File: src/rtl/stream_demux_pkg.sv
// Shared types and limits for the packet-level stream demultiplexer.
// Holds the FSM state encoding and the legal range for the output count.
package stream_demux_pkg;

   typedef enum logic [1:0] {
      ST_IDLE  = 2'd0,
      ST_ROUTE = 2'd1,
      ST_DROP  = 2'd2
   } state_e;

   localparam int N_OUT_MIN = 2;
   localparam int N_OUT_MAX = 16;

   function automatic bit n_out_legal(input int n);
      return (n >= N_OUT_MIN) && (n <= N_OUT_MAX);
   endfunction

endpackage

File: src/rtl/stream_slot.sv
// Single-entry valid/ready register stage holding one beat (payload + last).
// The writer may only write when the slot is empty or being drained this cycle.
module stream_slot #(
   parameter int WIDTH = 8
) (
   input  logic             clk,
   input  logic             rst,
   input  logic             wr_en_i,
   input  logic [WIDTH-1:0] wr_data_i,
   input  logic             wr_last_i,
   input  logic             rd_ready_i,
   output logic             rd_valid_o,
   output logic [WIDTH-1:0] rd_data_o,
   output logic             rd_last_o
);

   logic             valid_q, valid_d;
   logic [WIDTH-1:0] data_q, data_d;
   logic             last_q, last_d;

   always_comb begin
      valid_d = valid_q;
      data_d  = data_q;
      last_d  = last_q;
      if (wr_en_i) begin
         valid_d = 1'b1;
         data_d  = wr_data_i;
         last_d  = wr_last_i;
      end else if (valid_q && rd_ready_i) begin
         valid_d = 1'b0;
      end
   end

   always_ff @(posedge clk) begin
      if (rst) begin
         valid_q <= 1'b0;
         data_q  <= '0;
         last_q  <= 1'b0;
      end else begin
         valid_q <= valid_d;
         data_q  <= data_d;
         last_q  <= last_d;
      end
   end

   assign rd_valid_o = valid_q;
   assign rd_data_o  = data_q;
   assign rd_last_o  = last_q;

endmodule

File: src/rtl/stream_demux.sv
// Packet-level 1:N demultiplexer: steers whole packets from one valid/ready
// stream to one of N_OUT registered output slots, locking the select per packet.
//
// state | meaning
// ------+--------------------------------------------------------------
// IDLE  | between packets; target follows in_sel on every beat
// ROUTE | multi-beat legal packet in flight; target locked to lock_q
// DROP  | multi-beat packet with illegal select; beats accepted, discarded
module stream_demux
   import stream_demux_pkg::*;
#(
   parameter  int WIDTH = 8,
   parameter  int N_OUT = 2,
   localparam int SEL_W = $clog2(N_OUT)
) (
   input  logic                   clk,
   input  logic                   rst,
   input  logic [WIDTH-1:0]       in_data,
   input  logic [SEL_W-1:0]       in_sel,
   input  logic                   in_last,
   input  logic                   in_valid,
   output logic                   in_ready,
   output logic [N_OUT*WIDTH-1:0] out_data,
   output logic [N_OUT-1:0]       out_last,
   output logic [N_OUT-1:0]       out_valid,
   input  logic [N_OUT-1:0]       out_ready,
   output logic                   busy,
   output logic                   err_sel
);

   if (!n_out_legal(N_OUT)) begin : g_bad_n_out
      $error("stream_demux: N_OUT outside supported range");
   end

   state_e           state_q, state_d;
   logic [SEL_W-1:0] lock_q, lock_d;
   logic             err_q, err_d;
   logic [SEL_W-1:0] target;
   logic             sel_ok;
   logic             target_blocked;
   logic             ready_c;
   logic             accept;
   logic             wr_go;
   logic [SEL_W-1:0] wr_idx;

   assign sel_ok = (32'(in_sel) < N_OUT);
   assign target = (state_q == ST_ROUTE) ? lock_q : in_sel;

   // Only a full slot that is not draining this cycle holds off the input.
   always_comb begin
      target_blocked = 1'b0;
      for (int i = 0; i < N_OUT; i++) begin
         if (target == SEL_W'(i)) target_blocked = out_valid[i] && !out_ready[i];
      end
   end

   always_comb begin
      ready_c = !target_blocked;
      if ((state_q == ST_DROP) || ((state_q == ST_IDLE) && !sel_ok)) ready_c = 1'b1;
      ready_c = ready_c && !rst;
   end

   assign in_ready = ready_c;
   assign accept   = in_valid && ready_c;

   always_comb begin
      state_d = state_q;
      lock_d  = lock_q;
      err_d   = err_q;
      wr_go   = 1'b0;
      wr_idx  = in_sel;
      case (state_q)
         ST_IDLE: begin
            if (accept) begin
               if (!sel_ok) begin
                  err_d = 1'b1;
                  if (!in_last) state_d = ST_DROP;
               end else begin
                  wr_go = 1'b1;
                  if (!in_last) begin
                     lock_d  = in_sel;
                     state_d = ST_ROUTE;
                  end
               end
            end
         end
         ST_ROUTE: begin
            wr_idx = lock_q;
            if (accept) begin
               wr_go = 1'b1;
               if (in_last) state_d = ST_IDLE;
            end
         end
         ST_DROP: begin
            if (accept && in_last) state_d = ST_IDLE;
         end
         default: state_d = ST_IDLE;
      endcase
   end

   always_ff @(posedge clk) begin
      if (rst) begin
         state_q <= ST_IDLE;
         lock_q  <= '0;
         err_q   <= 1'b0;
      end else begin
         state_q <= state_d;
         lock_q  <= lock_d;
         err_q   <= err_d;
      end
   end

   for (genvar i = 0; i < N_OUT; i++) begin : g_slot
      stream_slot #(.WIDTH(WIDTH)) u_slot (
         .clk        (clk),
         .rst        (rst),
         .wr_en_i    (wr_go && (wr_idx == SEL_W'(i))),
         .wr_data_i  (in_data),
         .wr_last_i  (in_last),
         .rd_ready_i (out_ready[i]),
         .rd_valid_o (out_valid[i]),
         .rd_data_o  (out_data[i*WIDTH +: WIDTH]),
         .rd_last_o  (out_last[i])
      );
   end

   assign busy    = (state_q != ST_IDLE);
   assign err_sel = err_q;

endmodule

File: config.mk
export PLATFORM = sky130hd
export DESIGN_NAME = stream_demux
export DESIGN_NICKNAME = d
export VERILOG_FILES = /design/src/rtl/stream_demux_pkg.sv /design/src/rtl/stream_slot.sv /design/src/rtl/stream_demux.sv
export SDC_FILE = /design/constraint.sdc
export NUM_CORES = 1
export LEC_CHECK = 0
export BUFFER_PORTS_ARGS = -buffer_cell sky130_fd_sc_hd__buf_2
export CAP_MARGIN = 20
export CORE_UTILIZATION = 49
export CTS_CLUSTER_DIAMETER = 30
export CTS_CLUSTER_SIZE = 14
export DETAILED_ROUTE_END_ITERATION = 16
export PLACE_DENSITY_LB_ADDON = 0.05
export SLEW_MARGIN = 10
export SYNTH_ARGS = -nofsm -noshare
export SYNTH_HDL_FRONTEND = slang
export SYNTH_HIERARCHICAL = 1
export SYNTH_SLANG_ARGS = --single-unit
File: constraint.sdc
create_clock -name clk -period 2.97 [get_ports clk]
set_input_delay 0.1485 -clock clk [delete_from_list [all_inputs] [get_ports clk]]
set_output_delay 0.1485 -clock clk [all_outputs]
set_load 0.005 [all_outputs]
==> impl_metrics.json, run 1 <==
{
  "synth-xor-area-share_pct": 0,
  "die_w_um": 44.9,
  "synth_mux_area_share_pct": 24.4,
  "antenna_left": 0,
  "ios": 38,
  "cellPowerDensity_nw_per_um2": 518,
  "grt_usage_pct": 16.5,
  "path_clk_slew_ps": 120,
  "area_growth_pct": 23.0,
  "design.core.area_um2": 1730,
  "yosys-top-cells-count": "22 x dfxtp_1, 22 x mux2i_1, 19 x nor2_1",
  "ir_worst_vdd_mv": 0.349,
  "first_pass_iters": 4,
  "yosys_warnings": 6,
  "yosysUniqueCellTypes": 16,
  "synthesis.area_um2": 902,
  "root_buffer": "clkbuf_4",
  "p_leak_uw": 0.000522,
  "cp_max_fo": 12,
  "worst_hold_path_type": "input pin to flop",
  "multiInputGateArea_um2": 407,
  "clock-sinks": 22,
  "drive_gt1_share_pct": 36.1,
  "wire_per_inst_um": 10.3,
  "crit_path_end_kind": "flop",
  "power_uw": 575,
  "yosysTopAreaCell": "dfxtp_1",
  "setup_viol": 0,
  "synth_area_leaders": "dfxtp_1 49%, mux2i_1 24%, nor2_1 7.9%",
  "nets": 139,
  "drc": 0,
  "fin_crit_sh_pct": 54.9,
  "synth_compound_area_share_pct": 3.33,
  "grt_pass1_vias": 579,
  "arrival_ps": 1820,
  "crit_type": "flop to flop",
  "cts_setup_buffers": 0,
  "portBuffers": 36,
  "required_ps": 3160,
  "max_freq_mhz": 613,
  "htree_num_levels": 1,
  "slew_violations": 0,
  "drv_cap": 0,
  "ys.flop_type": "dfxtp_1",
  "die_h_um": 44.9,
  "fin_crit_ps": 1630,
  "core.rowCount": 15,
  "cp_slowest_cell": "and4b_2",
  "hold_viol_final": 0,
  "postRouteWirelength_um": 1510,
  "yosysSeqAreaShare_pct": 48.8,
  "place_hpwl_um": 1090,
  "worstSkewPairLatency_ps": 300,
  "synthArstFlopShare_pct": 0,
  "grt_max_degree": 27,
  "vias": 688,
  "syn_area_per_cell_um2": 10.4,
  "critical_path.cell_chain": "mux2i_1, and4b_2, mux2i_1, nor2_1",
  "synth_cells": 87,
  "gp_congestion": 0.673,
  "synth_edf_count": 0,
  "initial_core_util_pct": 52.2,
  "skew_ps": 2.85,
  "syn-num-nets": 103,
  "synth_top_cell_area_share_pct": 48.8,
  "antenna_found_initial": 0,
  "grt_pass1_wl_um": 2420,
  "cts_hold_buf": 0,
  "max_stage_delay_ps": 520,
  "synthAdderAreaFrac_pct": 1.39,
  "fillCellCount": 164,
  "cts_tree": "done",
  "die_area_um2": 2020,
  "grt-ovfl-total": 0,
  "viasPerCell": 4.68,
  "critPathMostFrequentCell": "mux2i_1",
  "synth_seq_cells": 22,
  "antenna_cells": 0,
  "clk_path_buf_depth": 2,
  "rsz0062_at_grt": "no",
  "fin_tns_setup_ps": 0,
  "seqCellArea_um2": 440,
  "ctsResizeCount": 0,
  "crit_path_start_kind": "flop",
  "outcome": "completed",
  "synth_top_family_by_area": "multiplexers",
  "post_synth_and_or_nand_nor_area_fraction_pct": 15.5,
  "drt_iter0_drc": 6,
  "cts_buffers": 3
}
[power by group]
part	switching, uW	internal (uW)
logic	41.4	47.9
registers	9.87	312
clock network	89.7	74.7
total	141	434
[final timing paths]
path	slack [ps]	cells after the start	endpoint	from
worst max-delay path	1340	4	g_slot[0].u_slot/rd_data_o[0]	state_q[0]
worst min-delay path	90	3	g_slot[0].u_slot/rd_data_o[4]	in_data[4]
worst max register to register	1340	4	g_slot[0].u_slot/rd_data_o[0]	state_q[0]
worst min register to register	490	2	lock_q	lock_q
[worst max-delay path: cells and delay by family (launching register included)]
| family | cells | cell delay [ps] |
|---|---|---|
| flip-flops | 1 | 410 |
| multiplexers | 2 | 540 |
| AND/OR/NAND/NOR | 2 | 580 |
[layout make-up]
type | count | share of cell area [%]
Multi-Input combinational cell | 56 | 36.6
Timing Repair Buffer | 36 | 16.2
Clock buffer | 4 | 3.27
Tap cell | 25 | 2.82
Inverter | 4 | 1.35
Sequential cell | 22 | 39.7
[layout by cell type (no fill, tap or decap)]
cell type,instances
buf_2,36
and4bb_2,1
nand2b_1,6
clkbuf_4,3
ha_1,1
dfxtp_1,22
a21oi_1,2
o21bai_2,1
clkbuf_8,1
o21ai_2,1
and4b_2,1
conb_1,1
nor2_1,19
mux2i_1,22
inv_1,4
or2b_1,1
[stage by stage]
| step | cells | hold WS (ps) | utilization, % | instance area, um2 | setup WS [ps] |
|---|---|---|---|---|---|
| floorplan | 87 | 296 | - | 902 | 1510 |
| global placement | 143 | 397 | 62.2 | 1070 | 1380 |
| detailed placement | 143 | 409 | 62.2 | 1070 | 1350 |
| CTS | 147 | 79.8 | 64.3 | 1110 | 1320 |
| global route | 147 | 80.9 | 64.3 | 1110 | 1160 |
| finish | 147 | 87.4 | 64.3 | 1110 | 1340 |
[routing by layer]
layer  wire length (um)  GRT usage [%]  vias to the layer above
li1                   -              -                      355
met1                713           20.0                      314
met2                725           27.1                       17
met3                 59           2.40                        2
met4                 12           10.9                        0
met5                  0              0                        -
[registers in the layout, indices dropped and copies added (netlist names)]
| signal | count |
|---|---|
| g_slot.u_slot/rd_last_o | 2 |
| g_slot.u_slot/rd_valid_o | 2 |
| state_q | 1 |
| g_slot.u_slot/rd_data_o | 16 |
| lock_q | 1 |
[cell families (layout without fill, tap and decap cells)]
family	count (synthesis)	in the layout
and+or+nand+nor	28	28
adders and majority gates	1	1
muxes	22	22
DFF	22	22
buffers and inverters	9	44
AOI/OAI and AO/OA	4	4
other	1	1
Note: power is estimated with default switching activity, not from simulation.
==> run 2, diff against run 1 <==
Settings changed: CORE_UTILIZATION 49 to 45.
Clock period 2.97 ns to 1.5 ns, I/O delays scaled along.
==> run 2 against run 1 <==
First-iteration DRC count grew 17%. Final area grew 3.0%. Register-to-register slack lost 1300 ps. Setup slack lost 1300 ps. Die area grew 8.5%. Flip-flop and latch count is the same. Utilization shrank 0.80 points. Fmax grew 15%. Non-clock buffer count grew 4. Final cell count grew 2.0%. Critical endpoint is now g_slot[1].u_slot/rd_last_o. Largest cell class unchanged.
==> impl_metrics.json, run 2 (synthesis results as in run 1) <==
{
  "ios": 38,
  "design.core.area_um2": 1800,
  "ir_worst_vdd_mv": 0.665,
  "cts_setup_buffers": 0,
  "slew_violations": 0,
  "arrival_ps": 1600,
  "nets": 143,
  "crit_path_end_kind": "flop",
  "die_h_um": 46.8,
  "vias": 704,
  "viasPerCell": 4.69,
  "antenna_left": 0,
  "cp_slowest_cell": "and4bb_4",
  "max_stage_delay_ps": 500,
  "skew_ps": 1.30,
  "place_hpwl_um": 1250,
  "antenna_cells": 0,
  "cp_top_family": "simple AND/OR/NAND/NOR gates",
  "power_uw": 1100,
  "root_buffer": "clkbuf_4",
  "worst_hold_path_type": "input pin to flop",
  "drc": 0,
  "cts_tree": "done",
  "cp_max_fo": 12,
  "critical_path.cell_chain": "mux2i_4, and4bb_4, mux2i_1, nor2_1",
  "p_leak_uw": 0.000538,
  "portBuffers": 36,
  "drt_iter0_drc": 7,
  "core.rowCount": 15,
  "crit_buf_inv": 0,
  "initial_core_util_pct": 50.1,
  "grt_pass1_vias": 607,
  "first_pass_iters": 4,
  "worst-r2r-setup-slack_ps": 80,
  "gp_congestion": 0.672,
  "hold_viol_final": 0,
  "grt_usage_pct": 17.0,
  "drv_cap": 0,
  "largest_register_ff_count": 16,
  "grt-ovfl-total": 0,
  "required_ps": 1690,
  "worstSkewPairLatency_ps": 290,
  "antenna_found_initial": 0,
  "final_cell_mix": "36 x buf_2, 21 x mux2i_1, 21 x dfxtp_1, 19 x nor2_1, 6 x nand2b_1",
  "fin_area_um2": 1140,
  "path_clk_slew_ps": 110,
  "place_inst": 147,
  "fin_crit_ps": 1420,
  "finalNonFillerCells": 150,
  "drive_gt1_share_pct": 39.2,
  "fin_crit_sh_pct": 94.5,
  "postRouteWirelength_um": 1670,
  "setup_viol": 0,
  "hold_ws_ps": 30.5,
  "htree_num_levels": 1,
  "place_area_um2": 1100,
  "wire_per_inst_um": 11.1,
  "crit_path_start_kind": "flop",
  "crit_type": "flop to flop",
  "cellPowerDensity_nw_per_um2": 965,
  "max_freq_mhz": 705,
  "cts_hold_buf": 0,
  "die_area_um2": 2190,
  "die_w_um": 46.8,
  "area_growth_pct": 26.8,
  "layout_commonest_cell": "buf_2",
  "clock-sinks": 22,
  "cts_buffers": 3,
  "grt_pass1_wl_um": 2600,
  "fillCellCount": 173,
  "grt_max_degree": 16,
  "outcome": "completed",
  "clk_path_buf_depth": 2
}
## run 2: cell types whose count changed in the layout (fill, tap and decap cells not counted)
cell	delta
buf_4	+4
and4bb_2	-1
and4bb_4	+1
clkbuf_8	-1
dfxtp_1	-1
dfxtp_2	+1
mux2i_1	-1
mux2i_4	+1
## run 2: worst paths after layout
check	start	to	cells after the start
setup / recovery	state_q[0]	g_slot[1].u_slot/rd_last_o	4
hold / removal	in_data[3]	g_slot[1].u_slot/rd_data_o[3]	3
setup reg to reg	state_q[0]	g_slot[1].u_slot/rd_last_o	4
hold reg to reg	g_slot[0].u_slot/rd_valid_o	g_slot[0].u_slot/rd_valid_o	2
## run 2: stage by stage
stage	util (%)	setup slack, ps	TNS (ps)
2_1_floorplan	-	43.6	0
3_3_place_gp	61.3	56.1	0
3_5_place_dp	61.3	-22.3	-22.3
4_1_cts	62.7	35.2	0
5_1_grt	63.5	-2.39	-2.39
6_report	63.5	82.2	0
## run 2: per-layer routing
metal | vias up | track usage (%) | share of wire, % | wire [um]
li1 | 363 | - | - | -
met1 | 318 | 20.9 | 46 | 774
met2 | 21 | 28.9 | 48 | 800
met3 | 2 | 5.00 | 4.9 | 82
met4 | 0 | 5.14 | 0.72 | 12
met5 | - | 0 | 0 | 0
## run 2: final cells by class
cell class / instances / area (um2) / share of cell area [%]
Inverter: 4 / 15.0 / 1.31
Clock buffer: 3 / 22.5 / 1.97
Timing Repair Buffer: 40 / 210 / 18.4
Multi-Input combinational cell: 56 / 423 / 37.0
Sequential cell: 22 / 442 / 38.6
Tap cell: 25 / 31.3 / 2.74
## run 2: power by group
part | switching (uW) | internal, uW
combinational | 92.5 | 118
sequential | 20.9 | 619
clock | 160 | 93.2
total | 274 | 830
## run 2: timing repair
action                     CTS  global route
resized for setup            1             3
setup endpoints to repair    1            12
gates cloned                 0             0
pin swaps                    0             0
## run 2: worst min-delay path, cell delays in order
cell and delay, ps:
buf_2 80, mux2i_1 60, nor2_1 70
==> run 3, diff against run 2 <==
==> constraint.sdc (replaced) <==
create_clock -name clk -period 1.5 [get_ports clk]
set_input_delay 0.225 -clock clk [delete_from_list [all_inputs] [get_ports clk]]
set_output_delay 0.225 -clock clk [all_outputs]
set_load 0.005 [all_outputs]
==> run 3 against run 2 <==
The flow now finishes with violations (negative setup slack). Via count increased by 0.99%. Worst hold slack improved by 130 ps. Count of clock-buffer cells in the layout increased by 1. Setup slack got worse by 110 ps. First-iteration DRC count decreased by 86%. Sequential share of layout area decreased by 0.57 points. Sequential power about the same. Utilization increased by 1.3 points. Routed wire length decreased by 1.7%. Critical path type is now flop to primary output. Critical endpoint is now in_ready. Largest cell class unchanged.
==> impl_metrics.json, run 3 (synthesis results as in run 1) <==
{
  "outcome": "finished, violations left",
  "violations": "negative setup slack",
  "wire_per_inst_um": 10.8,
  "grt_usage_pct": 16.9,
  "antenna_cells": 0,
  "reg2reg_from": "state_q[0]",
  "required_ps": 1270,
  "final.setup.worst_slack_ps": -25.2,
  "hold_viol_final": 0,
  "drt_iter0_drc": 1,
  "fin_tns_setup_ps": -25.2,
  "r2r-end": "g_slot[1].u_slot/rd_data_o[2]",
  "arrival_ps": 1300,
  "worst_hold_path_type": "input pin to flop",
  "core.rowCount": 15,
  "layout_commonest_cell": "buf_2",
  "drv_cap": 0,
  "clk_path_buf_depth": 2,
  "cp_top_family": "multiplexers",
  "ir_worst_vdd_mv": 0.696,
  "crit_buf_inv": 1,
  "die_h_um": 46.8,
  "htree_num_levels": 1,
  "grt_pass1_wl_um": 2570,
  "crit_path_end_kind": "primary output",
  "cts_buffers": 3,
  "hold_start": "in_data[3]",
  "path_clk_slew_ps": 130,
  "die_area_um2": 2190,
  "grt-ovfl-total": 0,
  "cp_slowest_cell": "dfxtp_4",
  "max_stage_delay_ps": 380,
  "worst-r2r-setup-slack_ps": 90,
  "setup_viol": 1,
  "cts_hold_buf": 0,
  "cp_max_fo": 3,
  "viasPerCell": 4.68,
  "vias": 711,
  "cp-endpoint": "in_ready",
  "crit_path_start_kind": "flop",
  "portBuffers": 36,
  "cp.depth": 4,
  "postRouteWirelength_um": 1640,
  "initial_core_util_pct": 50.1,
  "drive_gt1_share_pct": 40.2,
  "cts_tree": "done",
  "p_leak_uw": 0.000549,
  "fin_crit_sh_pct": 102,
  "worstSkewPairLatency_ps": 300,
  "antenna_found_initial": 0,
  "max_freq_mhz": 656,
  "design.core.area_um2": 1800,
  "nets": 144,
  "grt_pass1_vias": 638,
  "hold_ws_ps": 163,
  "antenna_left": 0,
  "ios": 38,
  "fin_crit_ps": 1530,
  "drc": 0,
  "crit_type": "flop to primary output",
  "critical_path.cell_chain": "mux2i_4, mux2i_1, nor2_1, buf_2",
  "first_pass_iters": 2,
  "worst-r2r-cell-count": 4,
  "clock-sinks": 22,
  "rsz0062_at_grt": "yes",
  "grt_max_degree": 14,
  "largest_register_ff_count": 16,
  "crit_start": "state_q[0]",
  "final_cell_mix": "36 x buf_2, 21 x mux2i_1, 21 x dfxtp_1, 19 x nor2_1, 6 x nand2b_1",
  "area_growth_pct": 29.4,
  "place_hpwl_um": 1230,
  "slew_violations": 0,
  "skew_ps": 13.8,
  "gp_congestion": 0.683,
  "root_buffer": "clkbuf_4",
  "cellPowerDensity_nw_per_um2": 1000,
  "die_w_um": 46.8
}
run 3: changes by cell type in the layout (fill, tap and decap cells not counted):
cell / delta
dfxtp_4: +1
clkbuf_8: +1
dfxtp_2: -1
buf_4: +1
run 3: layout make-up:
cell class	count	area, um2
Fill cell	167	634
Multi-Input combinational cell	56	423
Timing Repair Buffer	41	218
Inverter	4	15.0
Tap cell	25	31.3
Sequential cell	22	444
Clock buffer	4	36.3
run 3: tightest hold or removal path, stage by stage:
cell     delay, ps
buf_2           90
mux2i_1         60
nor2_1          70
run 3: what timing repair did:
| item | 4_1_cts | 5_1_grt |
|---|---|---|
| setup buffers | 0 | 0 |
| setup endpoints to repair | 3 | 15 |
| gates resized for setup | 2 | 3 |
| pin swaps | 0 | 2 |
run 3: worst min-delay path by stage:
stage	endpoint	slack, ps	depth (start not counted)
after global placement	lock_q	470	2
final	g_slot[1].u_slot/rd_data_o[3]	160	3
after CTS	g_slot[1].u_slot/rd_data_o[3]	150	3
after detailed placement	g_slot[0].u_slot/rd_data_o[0]	480	2
after global routing	g_slot[1].u_slot/rd_data_o[3]	160	3
after floorplan	g_slot[0].u_slot/rd_data_o[0]	370	2
run 3: power breakdown:
group          switching [uW]  internal [uW]  leakage, uW  total, uW
Sequential               20.3            620     0.000180        640
Combinational            92.3            120     0.000349        213
Clock                     171            148    0.0000210        319
Total                     284            888     0.000549       1170
run 3: metrics by stage:
stage	power [uW]	instance area (um2)	instances	setup WS, ps	util (%)
floorplan	771	902	87	43.6	-
global placement	846	1110	148	61.5	61.7
detailed placement	851	1110	148	9.61	61.7
CTS	1180	1150	152	-62.2	64.0
global route	1250	1170	152	-110	64.8
finish	1170	1170	152	-25.2	64.8
run 3: routing by layer:
metal  up-vias  track usage (%)  wire [um]
met1       322             19.9        707
met5         -                0          0
met4         0             8.57         14
met2        21             29.2        838
met3         2             3.46         79
li1        366                -          -
